--- src/rtl/sprite_anim_mapper_if.sv ---
`default_nettype none
// ============================================================================
// Module   : sprite_anim_mapper_if
// Purpose  : Bundles the sprite mapper's connection to its external sprite
//            ROM and palette lookup.
// Ports    : rom_address  mapper -> ROM     ROM read address (1-cycle read)
//            rom_q        ROM    -> mapper  palette index read from the ROM
//            pal_index    mapper -> palette palette lookup index (= rom_q)
//            pal_red/green/blue  palette -> mapper  4-bit colour components
// Modports : master = mapper side, slave = ROM/palette side
// Revision : 1.0  initial release
// ============================================================================
interface sprite_anim_mapper_if #(
  parameter int ADDR_W = 12,
  parameter int IDX_W  = 5
);
  logic [ADDR_W-1:0] rom_address;
  logic [IDX_W-1:0]  rom_q;
  logic [IDX_W-1:0]  pal_index;
  logic [3:0]        pal_red;
  logic [3:0]        pal_green;
  logic [3:0]        pal_blue;

  modport master (
    output rom_address,
    output pal_index,
    input  rom_q,
    input  pal_red,
    input  pal_green,
    input  pal_blue
  );

  modport slave (
    input  rom_address,
    input  pal_index,
    output rom_q,
    output pal_red,
    output pal_green,
    output pal_blue
  );
endinterface
`default_nettype wire

--- src/rtl/sprite_anim_mapper.sv ---
`default_nettype none
// ============================================================================
// Module   : sprite_anim_mapper
// Purpose  : Maps the VGA scan position onto a movable, mirrorable,
//            multi-frame sprite. Produces the sprite ROM address, then turns
//            the returned palette colour into a registered pixel colour and
//            an opacity flag. One instance per sprite.
// Ports    : vga_clk     pixel clock, rising edge
//            reset_n     asynchronous active-low reset
//            DrawX/DrawY current scan column/row
//            blank       1 = active video
//            vsync       active-low vertical sync pulse
//            sprite_x/y  requested top-left position (latched at vsync)
//            flip_h      requested horizontal mirror (latched at vsync)
//            anim_en     1 = animation advances on vsync
//            bus         ROM / palette connection (master modport)
//            red/green/blue  registered pixel colour
//            pixel_hit   registered, 1 = opaque sprite pixel
//            frame_sel   current animation frame
// Revision : 1.0  initial release
// ============================================================================
module sprite_anim_mapper #(
  parameter int SPR_W       = 30,
  parameter int SPR_H       = 30,
  parameter int FRAMES      = 4,
  parameter int FRAME_TICKS = 8,
  parameter int IDX_W       = 5,
  parameter int TRANSP_IDX  = 0,
  parameter int ADDR_W      = $clog2(FRAMES * SPR_W * SPR_H),
  localparam int FS_W       = (FRAMES > 1) ? $clog2(FRAMES) : 1
) (
  input  wire logic           vga_clk,
  input  wire logic           reset_n,
  input  wire logic [9:0]     DrawX,
  input  wire logic [9:0]     DrawY,
  input  wire logic           blank,
  input  wire logic           vsync,
  input  wire logic [9:0]     sprite_x,
  input  wire logic [9:0]     sprite_y,
  input  wire logic           flip_h,
  input  wire logic           anim_en,
  sprite_anim_mapper_if.master bus,
  output logic [3:0]          red,
  output logic [3:0]          green,
  output logic [3:0]          blue,
  output logic                pixel_hit,
  output logic [FS_W-1:0]     frame_sel
);

  localparam int TK_W     = (FRAME_TICKS > 1) ? $clog2(FRAME_TICKS) : 1;
  localparam int FRAME_SZ = SPR_W * SPR_H;

  // --------------------------------------------------------------------------
  // vsync falling-edge detect. The registered copy resets high so that a
  // vsync already low when reset releases counts as a fresh edge.
  // --------------------------------------------------------------------------
  logic vsync_q;
  logic vs_fall;

  assign vs_fall = vsync_q & ~vsync;

  always_ff @(posedge vga_clk or negedge reset_n) begin
    if (!reset_n) begin
      vsync_q <= 1'b1;
    end else begin
      vsync_q <= vsync;
    end
  end

  // --------------------------------------------------------------------------
  // Shadow position/mirror: only updated between frames to avoid tearing.
  // --------------------------------------------------------------------------
  logic [9:0] pos_x;
  logic [9:0] pos_y;
  logic       flip;

  always_ff @(posedge vga_clk or negedge reset_n) begin
    if (!reset_n) begin
      pos_x <= '0;
      pos_y <= '0;
      flip  <= 1'b0;
    end else if (vs_fall) begin
      pos_x <= sprite_x;
      pos_y <= sprite_y;
      flip  <= flip_h;
    end
  end

  // --------------------------------------------------------------------------
  // Animation: tick counts vsync edges, frame steps when tick wraps.
  // --------------------------------------------------------------------------
  logic [TK_W-1:0] tick;

  always_ff @(posedge vga_clk or negedge reset_n) begin
    if (!reset_n) begin
      tick      <= '0;
      frame_sel <= '0;
    end else if (vs_fall && anim_en) begin
      if (tick == TK_W'(FRAME_TICKS - 1)) begin
        tick <= '0;
        if (frame_sel == FS_W'(FRAMES - 1)) begin
          frame_sel <= '0;
        end else begin
          frame_sel <= frame_sel + 1'b1;
        end
      end else begin
        tick <= tick + 1'b1;
      end
    end
  end

  // --------------------------------------------------------------------------
  // In-box test and address. Done at 11 bits so pos+SPR_W never wraps past
  // 1023 and a sprite near the right edge cannot alias onto column 0.
  // --------------------------------------------------------------------------
  logic [10:0]       x11, y11, px11, py11;
  logic [10:0]       lx, ly, col;
  logic              in_x, in_y, in_box;
  logic [ADDR_W-1:0] addr_calc;

  always_comb begin
    x11    = {1'b0, DrawX};
    y11    = {1'b0, DrawY};
    px11   = {1'b0, pos_x};
    py11   = {1'b0, pos_y};
    in_x   = (x11 >= px11) && (x11 < px11 + 11'(SPR_W));
    in_y   = (y11 >= py11) && (y11 < py11 + 11'(SPR_H));
    in_box = in_x && in_y;
    lx     = x11 - px11;
    ly     = y11 - py11;
    col    = flip ? (11'(SPR_W - 1) - lx) : lx;
    addr_calc = ADDR_W'(frame_sel) * ADDR_W'(FRAME_SZ)
              + ADDR_W'(ly) * ADDR_W'(SPR_W)
              + ADDR_W'(col);
  end

  assign bus.rom_address = in_box ? addr_calc : '0;
  assign bus.pal_index   = bus.rom_q;

  // --------------------------------------------------------------------------
  // Stage 1 lines up the visibility flag with the ROM's one-cycle read.
  // Stage 2 applies transparency and registers the final colour.
  // --------------------------------------------------------------------------
  logic stage1;
  logic opaque;

  assign opaque = stage1 && (bus.rom_q != IDX_W'(TRANSP_IDX));

  always_ff @(posedge vga_clk or negedge reset_n) begin
    if (!reset_n) begin
      stage1    <= 1'b0;
      pixel_hit <= 1'b0;
      red       <= '0;
      green     <= '0;
      blue      <= '0;
    end else begin
      stage1    <= in_box & blank;
      pixel_hit <= opaque;
      red       <= opaque ? bus.pal_red   : 4'h0;
      green     <= opaque ? bus.pal_green : 4'h0;
      blue      <= opaque ? bus.pal_blue  : 4'h0;
    end
  end

endmodule
`default_nettype wire

--- src/flat_wrapper.sv ---
// flat-port wrapper written by rule: the top's interface ports become plain ports
module sprite_anim_mapper_flat 
#(
  parameter int SPR_W       = 30,
  parameter int SPR_H       = 30,
  parameter int FRAMES      = 4,
  parameter int FRAME_TICKS = 8,
  parameter int IDX_W       = 5,
  parameter int TRANSP_IDX  = 0,
  parameter int ADDR_W      = $clog2(FRAMES * SPR_W * SPR_H),
  localparam int FS_W       = (FRAMES > 1) ? $clog2(FRAMES) : 1
)
  (vga_clk, reset_n, DrawX, DrawY, blank, vsync, sprite_x, sprite_y, flip_h, anim_en, red, green, blue, pixel_hit, frame_sel, bus_rom_address, bus_pal_index, bus_rom_q, bus_pal_red, bus_pal_green, bus_pal_blue);
  sprite_anim_mapper_if #(.ADDR_W(ADDR_W), .IDX_W(IDX_W)) bus_i ();
  input  wire logic vga_clk;
  input  wire logic reset_n;
  input  wire logic [9:0] DrawX;
  input  wire logic [9:0] DrawY;
  input  wire logic blank;
  input  wire logic vsync;
  input  wire logic [9:0] sprite_x;
  input  wire logic [9:0] sprite_y;
  input  wire logic flip_h;
  input  wire logic anim_en;
  output logic [3:0] red;
  output logic [3:0] green;
  output logic [3:0] blue;
  output logic pixel_hit;
  output logic [FS_W-1:0] frame_sel;
  output wire logic [$bits(bus_i.rom_address)-1:0] bus_rom_address;
  output wire logic [$bits(bus_i.pal_index)-1:0] bus_pal_index;
  input wire logic [$bits(bus_i.rom_q)-1:0] bus_rom_q;
  input wire logic [$bits(bus_i.pal_red)-1:0] bus_pal_red;
  input wire logic [$bits(bus_i.pal_green)-1:0] bus_pal_green;
  input wire logic [$bits(bus_i.pal_blue)-1:0] bus_pal_blue;
  assign bus_rom_address = bus_i.rom_address;
  assign bus_pal_index = bus_i.pal_index;
  assign bus_i.rom_q = bus_rom_q;
  assign bus_i.pal_red = bus_pal_red;
  assign bus_i.pal_green = bus_pal_green;
  assign bus_i.pal_blue = bus_pal_blue;
  sprite_anim_mapper #(.SPR_W(SPR_W), .SPR_H(SPR_H), .FRAMES(FRAMES), .FRAME_TICKS(FRAME_TICKS), .IDX_W(IDX_W), .TRANSP_IDX(TRANSP_IDX), .ADDR_W(ADDR_W)) u_core (.vga_clk(vga_clk), .reset_n(reset_n), .DrawX(DrawX), .DrawY(DrawY), .blank(blank), .vsync(vsync), .sprite_x(sprite_x), .sprite_y(sprite_y), .flip_h(flip_h), .anim_en(anim_en), .bus(bus_i), .red(red), .green(green), .blue(blue), .pixel_hit(pixel_hit), .frame_sel(frame_sel));
endmodule
--- config.mk ---
export PLATFORM = sky130hd
export DESIGN_NAME = sprite_anim_mapper_flat
export DESIGN_NICKNAME = d
export VERILOG_FILES = /design/src/rtl/sprite_anim_mapper_if.sv /design/src/rtl/sprite_anim_mapper.sv /design/src/flat_wrapper.sv
export SDC_FILE = /design/constraint.sdc
export NUM_CORES = 1
export LEC_CHECK = 0
export BUFFER_PORTS_ARGS = -buffer_cell sky130_fd_sc_hd__buf_2
export CORE_MARGIN = 5
export CORE_UTILIZATION = 45
export CTS_BUF_LIST = sky130_fd_sc_hd__clkbuf_8
export CTS_CLUSTER_DIAMETER = 60
export DETAILED_ROUTE_END_ITERATION = 12
export PLACE_DENSITY = 0.64
export SYNTH_ARGS = -nofsm -noshare
export SYNTH_HDL_FRONTEND = slang
export SYNTH_SLANG_ARGS = --single-unit
--- constraint.sdc ---
create_clock -name vga_clk -period 7.3 [get_ports vga_clk]
set_clock_uncertainty 0.2 [all_clocks]
set_input_delay 0.365 -clock vga_clk [delete_from_list [all_inputs] [get_ports vga_clk]]
set_output_delay 0.365 -clock vga_clk [all_outputs]
set_load 0.03 [all_outputs]
# Word level (Yosys, flattened, before mapping)
# Index checks and enable logic that the tools add are counted.
# word_totals
input_bits	63
word_cells	45
output_inout_bits	32
regBits	41
# classes
eq_ne	2
n_mul	2
bitwise	3
addsub	9
muxes	7
n_reduce_logical	7
magnitude_cmp	4
# op_table
op	n
adder 10 x 5 -> 11 bit, second input constant	2
< comparator 10 x 11 -> 1 bit	2
subtractor 10 x 10 -> 11 bit	2
>= comparator 10 bit	2
adder 12 x 11 -> 12 bit	1
adder 12 bit	1
2-to-1 mux 12 bit	1
2-to-1 mux 4 bit	3
multiplier 11 x 4 -> 11 bit, second input constant	1
2-to-1 mux 11 bit	1
subtractor 5 x 11 -> 11 bit, first input constant	1
multiplier 2 x 8 -> 10 bit, second input constant	1
logical AND 1 bit	5
nonzero test 5 bit	1
adder 3 x 1 -> 3 bit, second input constant	1
equality test 3 bit, second input constant	1
2-to-1 mux 3 bit	1
adder 2 x 1 -> 2 bit, second input constant	1
AND 1 bit	2
equality test 2 bit, second input constant	1
2-to-1 mux 2 bit	1
AND reduction 2 bit	1
NOT 1 bit	1

# Longest topological paths before layout
# Gate-level depths: netlist of run 1.
# logic_depth
depth_word	5
mapped_depth	26

# Least setup slack after synthesis of run 1
# Ideal clock, no wire load.
# synth_timing
path_kind	input-to-output
from	in DrawY[0]
to	out bus_rom_address[11]
path_stages	22
t_arrival_ns	5.771
setup_slack_ns	0.964
t_required_ns	6.735
path_cell_list	inv_1 > ha_1 > inv_1 > fa_1 > xnor2_1 > fa_1 > inv_1 > fa_1 > ha_1 > a21o_1 > a21oi_1 > xnor2_1 > ha_1 > ha_1 > and3_1 > a2111o_1 > a21o_1 > a21oi_1 > o21ai_0 > xnor3_1 > or3_1 > nand2_1
# synth_between
elab_chain_len	5
elab_cells_between_ends	9
classes_between	add/sub: 3; mul: 1; order compare: 2; mux: 1; reduce/logical: 2
# synth_lines
item	line_no	source
start, declared	flat_wrapper.sv:18	input wire logic [9:0] DrawY;
subtractor 10 x 10 -> 11 bit	sprite_anim_mapper.sv:130	ly = y11 - py11;
multiplier 11 x 4 -> 11 bit	sprite_anim_mapper.sv:133	+ ADDR_W'(ly) * ADDR_W'(SPR_W)
adder 12 bit	sprite_anim_mapper.sv:133	
adder 12 x 11 -> 12 bit	sprite_anim_mapper.sv:134	+ ADDR_W'(col);
2-to-1 mux 12 bit (*)	sprite_anim_mapper.sv:137	assign bus.rom_address = in_box ? addr_calc : '0;
end, declared	flat_wrapper.sv:30	output wire logic [$bits(bus_i.rom_address)-1:0] bus_rom_address;
# Every way passes the cells marked *; elsewhere a longest branch is shown, timed or not.

# Worst setup path after layout of run 1
# layout_timing
from	reg u_core.pos_y[1]
to	out bus_rom_address[11]
# layout_between
elab_chain_len	5
elab_cells_between_ends	10
classes_between	add/sub: 4; mul: 1; order compare: 2; mux: 1; reduce/logical: 2
# layout_lines
item	line_no	source
start, declared	sprite_anim_mapper.sv:74	logic [9:0] pos_y;
start signal, assigned	sprite_anim_mapper.sv:84	pos_y <= sprite_y;
subtractor 10 x 10 -> 11 bit / adder 10 x 5 -> 11 bit (equally long branches)	sprite_anim_mapper.sv:130, sprite_anim_mapper.sv:127	
multiplier 11 x 4 -> 11 bit / < comparator 10 x 11 -> 1 bit (equally long branches)	sprite_anim_mapper.sv:133, sprite_anim_mapper.sv:127	
adder 12 bit / logical AND 1 bit (equally long branches)	sprite_anim_mapper.sv:133, sprite_anim_mapper.sv:127	
adder 12 x 11 -> 12 bit / logical AND 1 bit (equally long branches)	sprite_anim_mapper.sv:134, sprite_anim_mapper.sv:128	
2-to-1 mux 12 bit (*)	sprite_anim_mapper.sv:137	
# Marks and branches as above.

==> results of run 1 <==
-- how the worst max path moves through the flow --
stage	to	slack, ns
after floorplan	bus_rom_address[11]	0.96
after global placement	bus_rom_address[11]	0.77
after detailed placement	bus_rom_address[11]	0.67
after CTS	bus_rom_address[11]	0.37
after global routing	bus_rom_address[11]	0.04
final	bus_rom_address[11]	0.36
-- kinds of logic after synthesis --
| family | Yosys count | synth area share [%] |
|---|---|---|
| adders and majority gates | 93 | 26.7 |
| DFF | 41 | 21.2 |
| muxes | 7 | 1.60 |
| and+or+nand+nor | 153 | 16.2 |
| xor gates and xnor gates | 57 | 10.6 |
| AOI/OAI and AO/OA | 123 | 16.7 |
| buffers and inverters | 82 | 6.93 |
-- Yosys cell counts (6+ instances only) --
master / n
inv_1: 67
xor2_1: 14
nand3_1: 8
and2_1: 13
nor3_1: 14
a21o_1: 10
nand2_1: 39
clkbuf_1: 8
and3_1: 8
nand4_1: 6
xnor2_1: 42
dfrtp_1: 40
fa_1: 18
o21ai_0: 36
ha_1: 73
mux2_2: 6
nor2_1: 35
a21oi_1: 26
o21a_1: 8
-- through the flow --
step           cells  hold WS [ns]
4_1_cts          785        0.0178
2_1_floorplan    556        -0.131
3_5_place_dp     776         0.290
6_report         785      -0.00773
5_1_grt          785        0.0595
3_3_place_gp     776         0.288
-- metal layers --
metal / track usage [%] / wire length (um) / vias up / part of all wire (%)
li1: - / - / 2102 / -
met1: 21.9 / 4870 / 1900 / 44
met2: 28.4 / 5180 / 104 / 47
met3: 3.87 / 709 / 19 / 6.5
met4: 4.49 / 187 / 2 / 1.7
met5: 0 / 7 / - / 0.064
-- timing repair --
item                                   4_1_cts  5_1_grt
endpoints found under the hold margin        1        0
hold buffers                                 1        0
setup buffers                                0        0
setup endpoints to repair                    0        0
-- flip-flops by register name, summed over array words and instances, names as in the netlist --
| signal | flops |
|---|---|
| u_core.pos_x | 10 |
| u_core.pos_y | 10 |
| u_core.blue | 4 |
| u_core.green | 4 |
| u_core.red | 4 |
| u_core.tick | 3 |
| u_core.frame_sel | 2 |
| u_core.flip | 1 |
| u_core.pixel_hit | 1 |
| u_core.stage1 | 1 |
| u_core.vsync_q | 1 |
-- area by class of cell --
cell class	instances	area, um2	area share (%)
Multi-Input combinational cell	433	3480	62.7
Sequential cell	41	1030	18.5
Timing Repair Buffer	100	518	9.33
Inverter	67	251	4.53
Tap cell	136	170	3.06
Clock buffer	7	96.3	1.73
Clock inverter	1	8.76	0.158
-- cells in the final DEF, fill, tap and decap left out, types with 6 or more instances in the layout --
cell type  count
dfrtp_1       40
ha_1          73
mux2_2         6
a21oi_1       26
a21o_1        10
and3_1         8
inv_1         67
and2_1        13
nand2_1       39
nand4_1        6
nand3_1        8
xor2_1        14
fa_1          18
o21ai_0       36
clkbuf_8       7
xnor2_1       42
buf_2         94
nor3_1        14
o21a_1         8
nor2_1        35
-- worst max-delay path: cells and delay by family (launching register included) --
| kind | cells | cell delay [ns] |
|---|---|---|
| xor+xnor | 5 | 1.01 |
| flops | 1 | 0.42 |
| simple gates | 7 | 1.12 |
| fa+ha+maj | 5 | 2.02 |
| buf+inv | 5 | 0.65 |
| compound gates | 4 | 0.84 |
==> flow_summary.toml, run 1 <==
[status]
outcome = "complete, but fails checks"
violations = "hold timing"

[critical_path]
crit_fanout = 6
critPathArrivalTime_ns = 6.37
crit_start = "u_core.pos_y[1]"
crit_type = "register to output port"
regToRegStartpoint = "u_core.pos_y[1]"
crit_path_max_incr_delay_ns = 0.53
cp_slowest_cell = "fa_1"
r2r_slack_ns = 3.95
timing.rr.end = "u_core.stage1"
cp-start-kind = "register"
end_kind = "output port"
required_ns = 6.73
worst_r2r_path_depth = 12

[die]
die_y_um = 114
die_area_mm2 = 0.0129
num_rows = 37
core_area_mm2 = 0.0104
die_w_um = 114
initial_utilization_pct = 46.5
io_pins = 95

[clocking]
cts.sinks = 41
cts_htree_levels = 2
cts_root_buf = "clkbuf_8"
path_clk_slew_ns = 0.09
cts_buffers = 5
cts_max_path_buffers = 2
post_cts_resized = 0
clock_latency_ns = 0.30
tritoncts = "done"

[drt]
post-route-drc-count = 0
drtIter0Drc = 145
ant_nets = 0
routed_wl_mm = 11.0
first_pass_iters = 4
vias = 4127
vias_per_cell = 5.26
drt-wirelength-per-cell_um = 14.0

[sta]
period_share_pct = 95.0
finalSetupViolCount = 0
worst_slack_ns = 0.364
tns_ns = 0
finalMaxSlewViolations = 0
rsz0062_at_grt = "false"
max_freq_mhz = 144
timing.hold.ws_ns = -0.00773
worst_slew_pin_slew_ns = 0.918
max_slew_margin_pct = 38.8
finalWorstPathRequiredPeriod_ns = 6.94
hold_viol_final = 6

[final_layout]
finalInstanceArea_mm2 = 0.00555
nets = 802
area_delta_synth_final_pct = 14.7
drive_above_1_share_pct = 19.7
diodes = 0
utilization_pct = 53.3
nFillCells = 1027

[synth]
synthFlopType = "dfrtp_1"
yosysUniqueCellTypes = 65
synth_cells = 556
synth_top_area_cell = "dfrtp_1"
synth_edf_count = 0
yosysSeqAreaShare_pct = 21.2
yosys_warnings = 0
synth_top_area_share_pct = 20.7
synth.area.top_cells = "dfrtp_1 (21%), ha_1 (19%), xnor2_1 (7.6%)"
synth_area_per_cell_um2 = 8.71
async_flop_share_pct = 100
netlist_area_mm2 = 0.00484
synth_nets = 710
ys_seq_elements = 41

[global_route]
antenna_found_initial = 1
grt_max_degree = 42
grt_pass1_wl_mm = 18.1
grt_overflow = 0
track_usage_pct = 16.9
first_global_vias = 4031

[placement]
placed_area_mm2 = 0.00544
placement.io_buffers = 94
dp_hpwl_mm = 9.40
place_congestion = 0.855
dp_slack_ns = 0.669

[worst_hold_path]
holdCritPathClass = "input pin to asynchronous set/reset pin"

[flow_run]
maxCapViolations = 0
Power of run 1 is left out: the tool's default activity adds up to more than one toggle a clock period on the data nets, which glitch-free logic cannot reach.
==> run 2, diff against run 1 <==
Settings changed: CORE_ASPECT_RATIO from default to 0.6, CTS_BUF_LIST sky130_fd_sc_hd__clkbuf_8 to default.
==> flow_summary.toml, run 2 (synthesized netlist as in run 1, its figures left out) <==
[critical_path]
crit_fanout = 6
cp_slowest_cell = "fa_1"
cpLargestDelayFamily = "adder cells"
cp-start-kind = "register"
timing.rr.end = "u_core.stage1"
r2r_slack_ns = 4.18
crit_path_cell_trace = "ha_1 -> inv_1 -> fa_1 -> xnor2_1 -> buf_4 -> fa_1 -> inv_1 -> fa_1 -> ha_1 -> a21o_1 -> a21oi_1 -> xnor2_1 -> ha_1 -> ha_1 -> and3_1 -> a2111o_1 -> a21o_1 -> a21oi_1 -> o21ai_0 -> xnor3_1 -> or3_1 -> nand2_1 -> buf_2"
worst_r2r_path_depth = 13
end_kind = "output port"
required_ns = 6.73
crit_top_cell = "ha_1"
regToRegStartpoint = "u_core.pos_x[1]"
path_buf_inv = 4
crit_type = "register to output port"
crit_path_max_incr_delay_ns = 0.50
critPathArrivalTime_ns = 6.30

[sta]
period_share_pct = 94.0
max_freq_mhz = 146
finalSetupViolCount = 0
rsz0062_at_grt = "false"
hold_viol_final = 0
finalMaxSlewViolations = 0
finalWorstPathRequiredPeriod_ns = 6.86
worst_slew_pin_slew_ns = 0.933
max_slew_margin_pct = 37.8
tns_ns = 0

[drt]
post-route-drc-count = 0
dr_wl_met2_mm = 4.92
routed_wl_mm = 11.7
top_layer_used = "met4"
wl_met1_mm = 6.04
ant_nets = 0
first_pass_iters = 5
vias = 4125
drtIter0Drc = 173
drt-wirelength-per-cell_um = 14.9
vias_per_cell = 5.23
met3_length_um = 712

[status]
outcome = "complete, no violations"

[die]
io_pins = 95
die_area_mm2 = 0.0130
die_w_um = 144
die_y_um = 90.4
core_area_mm2 = 0.0105
initial_utilization_pct = 46.0
num_rows = 29

[clocking]
cts_htree_levels = 2
cts_buffers = 5
post-cts-setup-buffer-count = 0
cts_max_path_buffers = 2
path_clk_slew_ns = 0.06
cts.sinks = 41
clock_latency_ns = 0.29
tritoncts = "done"
cts_root_buf = "clkbuf_16"

[final_layout]
multiInputGateArea_mm2 = 0.00349
final_common_cell = "buf_2"
final_cell_mix = "buf_2 (94), ha_1 (73), inv_1 (67)"
seq_area_mm2 = 0.00103
area_delta_synth_final_pct = 16.2
fin_cells = 788
diodes = 0
nFillCells = 1011
drive_above_1_share_pct = 19.7
nets = 802
top_regs = "u_core.pos_x (10), u_core.pos_y (10)"
finalInstanceArea_mm2 = 0.00563
utilization_pct = 53.5

[worst_hold_path]
holdCritPathClass = "input pin to asynchronous set/reset pin"

[global_route]
antenna_found_initial = 0
grt_max_degree = 42
track_usage_pct = 18.3
grt_overflow = 0
first_global_vias = 4060
grt_pass1_wl_mm = 19.7

[placement]
placement.io_buffers = 94
dp_cells = 779
place_congestion = 0.911
dp_hpwl_mm = 9.88
placed_area_mm2 = 0.00544

[flow_run]
maxCapViolations = 0
==> run 2: area by class of cell <==
class | count | area share, %
clock buffers | 6 | 2.29
clock inverters | 2 | 0.689
inverters | 67 | 4.47
multi-input cells | 433 | 62.0
flip-flops and latches | 41 | 18.3
well taps | 139 | 3.09
repair buffers | 100 | 9.20
==> run 2: stage by stage <==
stage          hold WS (ns)  worst slack [ns]
2_1_floorplan        -0.131             0.964
3_3_place_gp          0.288             0.711
3_5_place_dp          0.287             0.621
4_1_cts              0.0433             0.311
5_1_grt              0.0842            0.0478
6_report             0.0144             0.435
==> run 2: repair_timing <==
item / in CTS / in global routing
gates resized for setup: 0 / 1
hold endpoints to repair: 1 / 0
endpoints found under the setup margin: 0 / 1
hold buffers: 1 / 0
==> run 2: worst max path at each step <==
stage	from	to	depth (start not counted)	slack [ns]
3_3_place_gp	DrawY[0]	bus_rom_address[11]	25	0.71
5_1_grt	u_core.pos_y[1]	bus_rom_address[11]	26	0.05
6_report	u_core.pos_y[0]	bus_rom_address[11]	23	0.44
2_1_floorplan	DrawY[0]	bus_rom_address[11]	22	0.96
3_5_place_dp	DrawY[0]	bus_rom_address[11]	25	0.62
4_1_cts	u_core.pos_y[1]	bus_rom_address[11]	24	0.31
==> run 2: routing by layer <==
metal / vias to the layer above / GRT usage, %
li1: 2105 / -
met1: 1907 / 27.6
met2: 104 / 27.1
met3: 9 / 4.39
met4: 0 / 2.43
met5: - / 0
Power of run 2 is left out for the same reason.
